$ cat src/rtl/apb_master_pkg.sv
// Shared types and defaults for the APB master bridge.
// State encoding, bus widths and timeout counter sizing.
package apb_master_pkg;

    typedef enum logic [1:0] {
        IDLE   = 2'd0,
        SETUP  = 2'd1,
        ACCESS = 2'd2,
        RESP   = 2'd3
    } apb_state_e;

    localparam int APB_ADDR_W      = 32;
    localparam int APB_DATA_W      = 32;
    localparam int APB_TIMEOUT_CYC = 16;

    function automatic int tmo_cnt_w(input int cyc);
        return $clog2(cyc + 1);
    endfunction

    localparam int APB_TMO_CNT_W = tmo_cnt_w(APB_TIMEOUT_CYC);

endpackage

$ cat src/rtl/apb_master_bridge.sv
// Valid/ready request -> APB3 master bridge, one transfer in flight.
// Define APB_TIMEOUT_EN to bound the ACCESS wait to TIMEOUT_CYC cycles.
module apb_master_bridge
    import apb_master_pkg::*;
#(
    parameter int ADDR_W      = APB_ADDR_W,
    parameter int DATA_W      = APB_DATA_W,
    parameter int TIMEOUT_CYC = APB_TIMEOUT_CYC
) (
    input  logic              PCLK,
    input  logic              PRESETN,
    input  logic              req_valid,
    output logic              req_ready,
    input  logic              req_write,
    input  logic [ADDR_W-1:0] req_addr,
    input  logic [DATA_W-1:0] req_wdata,
    output logic              rsp_valid,
    input  logic              rsp_ready,
    output logic [DATA_W-1:0] rsp_rdata,
    output logic              rsp_err,
    output logic [ADDR_W-1:0] PADDR,
    output logic              PSEL,
    output logic              PENABLE,
    output logic              PWRITE,
    output logic [DATA_W-1:0] PWDATA,
    input  logic [DATA_W-1:0] PRDATA,
    input  logic              PREADY,
    input  logic              PSLVERR
);

    apb_state_e state_q, state_d;

    logic [ADDR_W-1:0] paddr_q, paddr_d;
    logic [DATA_W-1:0] pwdata_q, pwdata_d;
    logic [DATA_W-1:0] rdata_q, rdata_d;
    logic              pwrite_q, pwrite_d;
    logic              psel_q, psel_d;
    logic              penable_q, penable_d;
    logic              rvalid_q, rvalid_d;
    logic              rerr_q, rerr_d;

`ifdef APB_TIMEOUT_EN
    localparam int CNT_W = tmo_cnt_w(TIMEOUT_CYC);
    localparam logic [CNT_W-1:0] TMO_LAST = CNT_W'(TIMEOUT_CYC - 1);

    logic [CNT_W-1:0] cnt_q, cnt_d;
`else
    logic unused_tmo;
    assign unused_tmo = (TIMEOUT_CYC > 0);
`endif

    always_comb begin
        state_d   = state_q;
        paddr_d   = paddr_q;
        pwdata_d  = pwdata_q;
        pwrite_d  = pwrite_q;
        psel_d    = psel_q;
        penable_d = penable_q;
        rvalid_d  = rvalid_q;
        rdata_d   = rdata_q;
        rerr_d    = rerr_q;
`ifdef APB_TIMEOUT_EN
        cnt_d     = cnt_q;
`endif
        unique case (state_q)
            IDLE: begin
                if (req_valid) begin
                    paddr_d  = req_addr;
                    pwrite_d = req_write;
                    pwdata_d = req_write ? req_wdata : '0;
                    psel_d   = 1'b1;
                    state_d  = SETUP;
                end
            end
            SETUP: begin
                penable_d = 1'b1;
                state_d   = ACCESS;
`ifdef APB_TIMEOUT_EN
                cnt_d     = '0;
`endif
            end
            ACCESS: begin
                // PREADY wins over a timeout landing on the same cycle
                if (PREADY) begin
                    rdata_d   = pwrite_q ? '0 : PRDATA;
                    rerr_d    = PSLVERR;
                    psel_d    = 1'b0;
                    penable_d = 1'b0;
                    rvalid_d  = 1'b1;
                    state_d   = RESP;
                end
`ifdef APB_TIMEOUT_EN
                else if (cnt_q == TMO_LAST) begin
                    rdata_d   = '0;
                    rerr_d    = 1'b1;
                    psel_d    = 1'b0;
                    penable_d = 1'b0;
                    rvalid_d  = 1'b1;
                    state_d   = RESP;
                end else begin
                    cnt_d = cnt_q + 1'b1;
                end
`endif
            end
            RESP: begin
                if (rsp_ready) begin
                    rvalid_d = 1'b0;
                    state_d  = IDLE;
                end
            end
            default: state_d = IDLE;
        endcase
    end

    always_ff @(posedge PCLK) begin
        if (!PRESETN) begin
            state_q   <= IDLE;
            paddr_q   <= '0;
            pwdata_q  <= '0;
            pwrite_q  <= 1'b0;
            psel_q    <= 1'b0;
            penable_q <= 1'b0;
            rvalid_q  <= 1'b0;
            rdata_q   <= '0;
            rerr_q    <= 1'b0;
`ifdef APB_TIMEOUT_EN
            cnt_q     <= '0;
`endif
        end else begin
            state_q   <= state_d;
            paddr_q   <= paddr_d;
            pwdata_q  <= pwdata_d;
            pwrite_q  <= pwrite_d;
            psel_q    <= psel_d;
            penable_q <= penable_d;
            rvalid_q  <= rvalid_d;
            rdata_q   <= rdata_d;
            rerr_q    <= rerr_d;
`ifdef APB_TIMEOUT_EN
            cnt_q     <= cnt_d;
`endif
        end
    end

    assign req_ready = (state_q == IDLE);
    assign rsp_valid = rvalid_q;
    assign rsp_rdata = rdata_q;
    assign rsp_err   = rerr_q;
    assign PADDR     = paddr_q;
    assign PSEL      = psel_q;
    assign PENABLE   = penable_q;
    assign PWRITE    = pwrite_q;
    assign PWDATA    = pwdata_q;

endmodule

$ cat config.mk
export PLATFORM = sky130hd
export DESIGN_NAME = apb_master_bridge
export DESIGN_NICKNAME = d
export VERILOG_FILES = /design/src/rtl/apb_master_pkg.sv /design/src/rtl/apb_master_bridge.sv
export SDC_FILE = /design/constraint.sdc
export NUM_CORES = 1
export LEC_CHECK = 0
export ABC_AREA = 1
export CELL_PAD_IN_SITES_DETAIL_PLACEMENT = 1
export CELL_PAD_IN_SITES_GLOBAL_PLACEMENT = 1
export CORE_MARGIN = 5
export CORE_UTILIZATION = 27
export CTS_CLUSTER_SIZE = 10
export DETAILED_ROUTE_END_ITERATION = 7
export GPL_TIMING_DRIVEN = 0
export PLACE_DENSITY = 0.76
export RECOVER_POWER = 100
export SLEW_MARGIN = 20
export SYNTH_ARGS = -nofsm -noshare
export SYNTH_HDL_FRONTEND = slang
export SYNTH_SLANG_ARGS = --single-unit
$ cat constraint.sdc
create_clock -name PCLK -period 1.7 [get_ports PCLK]
set_clock_uncertainty 0.05 [all_clocks]
set_input_delay 0.34 -clock PCLK [delete_from_list [all_inputs] [get_ports PCLK]]
set_output_delay 0.34 -clock PCLK [all_outputs]
set_load 0.05 [all_outputs]
==> flow_results.org <==
** Timing
- Measured against its own limit, the worst slew margin works out to 0.628.
- Final Hold Viols :: 0
- The clock period could shrink to 1640 ps.
- The final-report max-slew violation count is 0.
- Unrepaired setup endpoints after global routing :: false
- For the pin with the worst max-slew slack, the measured transition is 560 ps.
- Of the available clock period, the critical path in the final layout requires 0.967.
- Maximum achievable frequency :: about 600 MHz
- Setup violations remaining at the end of the flow were counted as 0.
- Worst Hold Slack :: 413 ps

** Critical path
- Among all stages on the critical path, the largest delay is contributed by sky130_fd_sc_hd__dlygate4sd2_1.
- Max incr delay on CP :: 560 ps
- The worst setup path is captured at a primary output.
- Along the worst path, the maximum fanout reaches 2.
- Top delay family on crit path :: buffers and inverters
- Cell-by-cell trace of the critical path :: dlygate4sd2_1
- The critical path is of the reg -> out type.
- Data required time of the worst path :: 1310 ps
- The worst setup path is launched from a flip-flop.
- Worst Path Buf+Inv :: 1
- Critical Path AT :: about 1300 ps

** Detailed routing
- The detailed router placed 3968 vias in this run.
- DRC marker count from the first detailed-route iteration :: 116
- After detailed routing, the total wire length is 14000 um.
- Final routed wire length divided by cell count :: 16.0 um
- Number of detailed-routing iterations run before antenna repair :: 4
- Number of antenna-violating nets in the routed design :: 0
- In the routed design, unresolved DRC markers number 0.
- Via-to-Cell Ratio :: 4.51

** Pwr
- Total power for the finished layout comes to 9.22 mW.
- PwrDens :: 1470 mW/mm^2
- VDD sags by at most 655 uV.
- The analysis attributes to cell leakage a power of 2.77 nW.

** Logic synthesis
- Combinational family with the most area after synthesis :: simple AND/OR/NAND/NOR gates
- Synth Area per Inst :: between 8 and 9 um^2
- Share of synthesized cell area in full adder, half adder and majority cells :: 0.0193
- Counting flops and latches in the post-synthesis netlist gives 103.
- Synthesis produced a netlist with a net count of 588.
- Post-Syn Instances :: around 480
- During synthesis, Yosys emitted a total of 0 warnings.
- For this run, the register share of the synthesized area comes to 0.531.
- The synthesized netlist contains 23 unique library cells.
- Of the total synthesized cell area, the portion taken by XOR and XNOR cells is 0.
- Compound-cell area share of the yosys netlist :: 0.131
- Post-synth design cell area :: ~0.0039 mm^2
- Of the total synthesized cell area, the portion taken by AND, OR, NAND and NOR gates is 0.247.
- Proportion of synthesized area in mux cells :: 0

** Floorplanning
- Starting utilization of the core area :: 0.277
- The die covers 0.0169 mm^2.
- FP Rows :: 43
- Width of the die :: 130 um
- Core Footprint :: 0.0140 mm^2
- Chip height :: 130 um
- For this design the top-level I/O count stands at 205.

** GRT
- Number of global-route vias before repair :: ~4400
- Entering global routing, the biggest net connects 19 pins.
- For this run, the total global-route usage over all layers was measured as 0.163.
- The number of antenna violations at the first check in global routing was 0.
- Congestion Overflow GR :: 0
- The first global-routing pass estimated between 20000 and 25000 um of wire.
- Met1 capacity usage during global routing :: 0.184
- Most Crowded Layer GR :: met2
- For this run, global-route usage on met2 was measured as 0.296.
- For met3 alone, demand over resource in global routing was 0.0503.

** Job
- Number of max-cap violations :: 0

** CTS
- The clock net in this run drives a total of between 100 and 150 sinks.
- Once the clock tree was built, the setup fixing pass inserted 0 buffers.
- Clock tree from TritonCTS :: built
- Post-cts hold buffer count :: 0
- For the worst-skew pair, the clock arrives at the later sink with an insertion delay of 340 ps.
- H-tree Lvls :: 3
- The clock passes through at most 2 buffers.
- Clock slew at reported path FFs :: 70 ps
- Clock buffers created by TritonCTS :: 9
- Cell at the root of the clock tree :: sky130_fd_sc_hd__clkbuf_16

** Outcome
- The run finished with clean final reports.

** Layout
- At the end of the flow the core is filled with cells to 0.449.
- Fraction of final layout cells sized beyond drive strength 1 :: 0.0715
- At the end of the flow, the number of nets in the layout was 803.
- Layout-stage area growth over the synthesis result :: 61.9%
- 0 antenna diodes ended up in the layout.

** Place
- Placed wire-length estimate :: 11000 um
- Port Buf Inserts :: 204
- Global placer's final weighted congestion :: 0.788

** Hold path
- In this run the worst hold path is classified as reg -> reg.
-- per-stage QoR --
| stage | setup TNS, ps | setup WS, ps | instance area (um^2) | std cells |
|---|---|---|---|---|
| 2_1_floorplan | 0 | 116 | 3880 | 479 |
| 3_3_place_gp | -1280 | -258 | 6150 | 863 |
| 3_5_place_dp | -2420 | -290 | 6150 | 863 |
| 4_1_cts | 0 | 26.4 | 6340 | 879 |
| 5_1_grt | 0 | 2.42 | 6280 | 879 |
| 6_report | 0 | 55.5 | 6280 | 879 |
-- cell type report --
cell class | count | area, um^2
Buffer | 32 | 206
Timing Repair Buffer | 204 | 1920
Clock inverter | 7 | 78.8
Clock buffer | 9 | 225
Fill cell | 1687 | 7700
Inverter | 13 | 50.0
Sequential cell | 103 | 2060
Multi-Input combinational cell | 331 | 1510
Tap cell | 180 | 225
-- kinds of logic (layout without fill, tap and decap cells) --
logic type,Yosys count,count (layout)
flip-flops,103,103
AND/OR/NAND/NOR,224,224
AO/OA/AOI/OAI,101,101
adder cells (fa/ha/maj),6,6
buffers and inverters,45,265
-- synthesized netlist by cell type --
cell type | number | share of area
sky130_fd_sc_hd__nand2_1 | 110 | 0.11
sky130_fd_sc_hd__dfxtp_1 | 103 | 0.53
sky130_fd_sc_hd__nor2_1 | 75 | 0.073
sky130_fd_sc_hd__a21oi_1 | 65 | 0.084
sky130_fd_sc_hd__nand3_1 | 26 | 0.034
sky130_fd_sc_hd__o21ai_0 | 22 | 0.028
sky130_fd_sc_hd__o21ai_1 | 12 | 0.015
sky130_fd_sc_hd__buf_6 | 10 | 0.029
sky130_fd_sc_hd__inv_1 | 10 | 0.0097
sky130_fd_sc_hd__nand3_2 | 9 | 0.023
sky130_fd_sc_hd__clkbuf_1 | 8 | 0.0077
sky130_fd_sc_hd__buf_2 | 7 | 0.0090
sky130_fd_sc_hd__buf_4 | 6 | 0.012
sky130_fd_sc_hd__ha_1 | 6 | 0.019
sky130_fd_sc_hd__inv_2 | 2 | 0.0019
sky130_fd_sc_hd__a31oi_1 | 1 | 0.0016
sky130_fd_sc_hd__buf_1 | 1 | 0.00097
sky130_fd_sc_hd__clkinv_2 | 1 | 0.0013
sky130_fd_sc_hd__nand2_2 | 1 | 0.0016
sky130_fd_sc_hd__nand2_4 | 1 | 0.0029
sky130_fd_sc_hd__nor2_8 | 1 | 0.0052
sky130_fd_sc_hd__o21a_1 | 1 | 0.0019
sky130_fd_sc_hd__or2_2 | 1 | 0.0016
-- power by group --
group / total [mW] / switching, mW / internal [mW] / leakage (nW)
Clock: 2.11 / 0.952 / 1.16 / 0.144
Sequential: 3.07 / 0.228 / 2.84 / 0.842
Combinational: 4.03 / 2.80 / 1.24 / 1.78
-- worst paths after layout --
path	startpoint	to	slack [ps]	cells after the start
worst min-delay path	rsp_rdata[29]$_SDFFE_PN0P_	rsp_rdata[29]$_SDFFE_PN0P_	410	2
worst max-delay path	PWDATA[31]$_SDFFE_PN0P_	PWDATA[31]	60	1
worst min register to register	rsp_rdata[29]$_SDFFE_PN0P_	rsp_rdata[29]$_SDFFE_PN0P_	410	2
worst max register to register	state_q[0]$_SDFFE_PN0P_	rsp_rdata[10]$_SDFFE_PN0P_	110	7
-- repair_timing --
item                                    4_1_cts  5_1_grt
hold endpoints to repair                      0        0
resized for setup                           109        8
endpoints found under the setup margin      102       18
pin swaps                                     0        0
-- per-layer routing --
layer / up-vias / share of wire
li1: 1973 / -
met1: 1864 / 0.41
met2: 120 / 0.51
met3: 11 / 0.070
met4: 0 / 0.014
met5: - / 0
-- cells in the final DEF (no fill, tap or decap), types with 5 or more instances in the layout --
cell and count:
sky130_fd_sc_hd__nand2_1 110, sky130_fd_sc_hd__dfxtp_1 102, sky130_fd_sc_hd__clkdlybuf4s50_1 102, sky130_fd_sc_hd__dlygate4sd2_1 96
sky130_fd_sc_hd__nor2_1 75, sky130_fd_sc_hd__a21oi_1 65, sky130_fd_sc_hd__nand3_1 33, sky130_fd_sc_hd__o21ai_0 22
sky130_fd_sc_hd__o21ai_1 12, sky130_fd_sc_hd__inv_1 10, sky130_fd_sc_hd__clkbuf_1 9, sky130_fd_sc_hd__clkbuf_16 9
sky130_fd_sc_hd__buf_6 8, sky130_fd_sc_hd__buf_4 5, sky130_fd_sc_hd__clkbuf_2 5, sky130_fd_sc_hd__ha_1 5
sky130_fd_sc_hd__clkdlybuf4s15_1 5
-- registers in the layout, summed over array words and instances, names as in the netlist --
name	cells
PADDR	32
PWDATA	32
rsp_valid	1
rsp_err	1
state_q	2
rsp_rdata	32
PWRITE	1
PENABLE	1
PSEL	1
No activity file was read; power rests on OpenSTA's default activity.
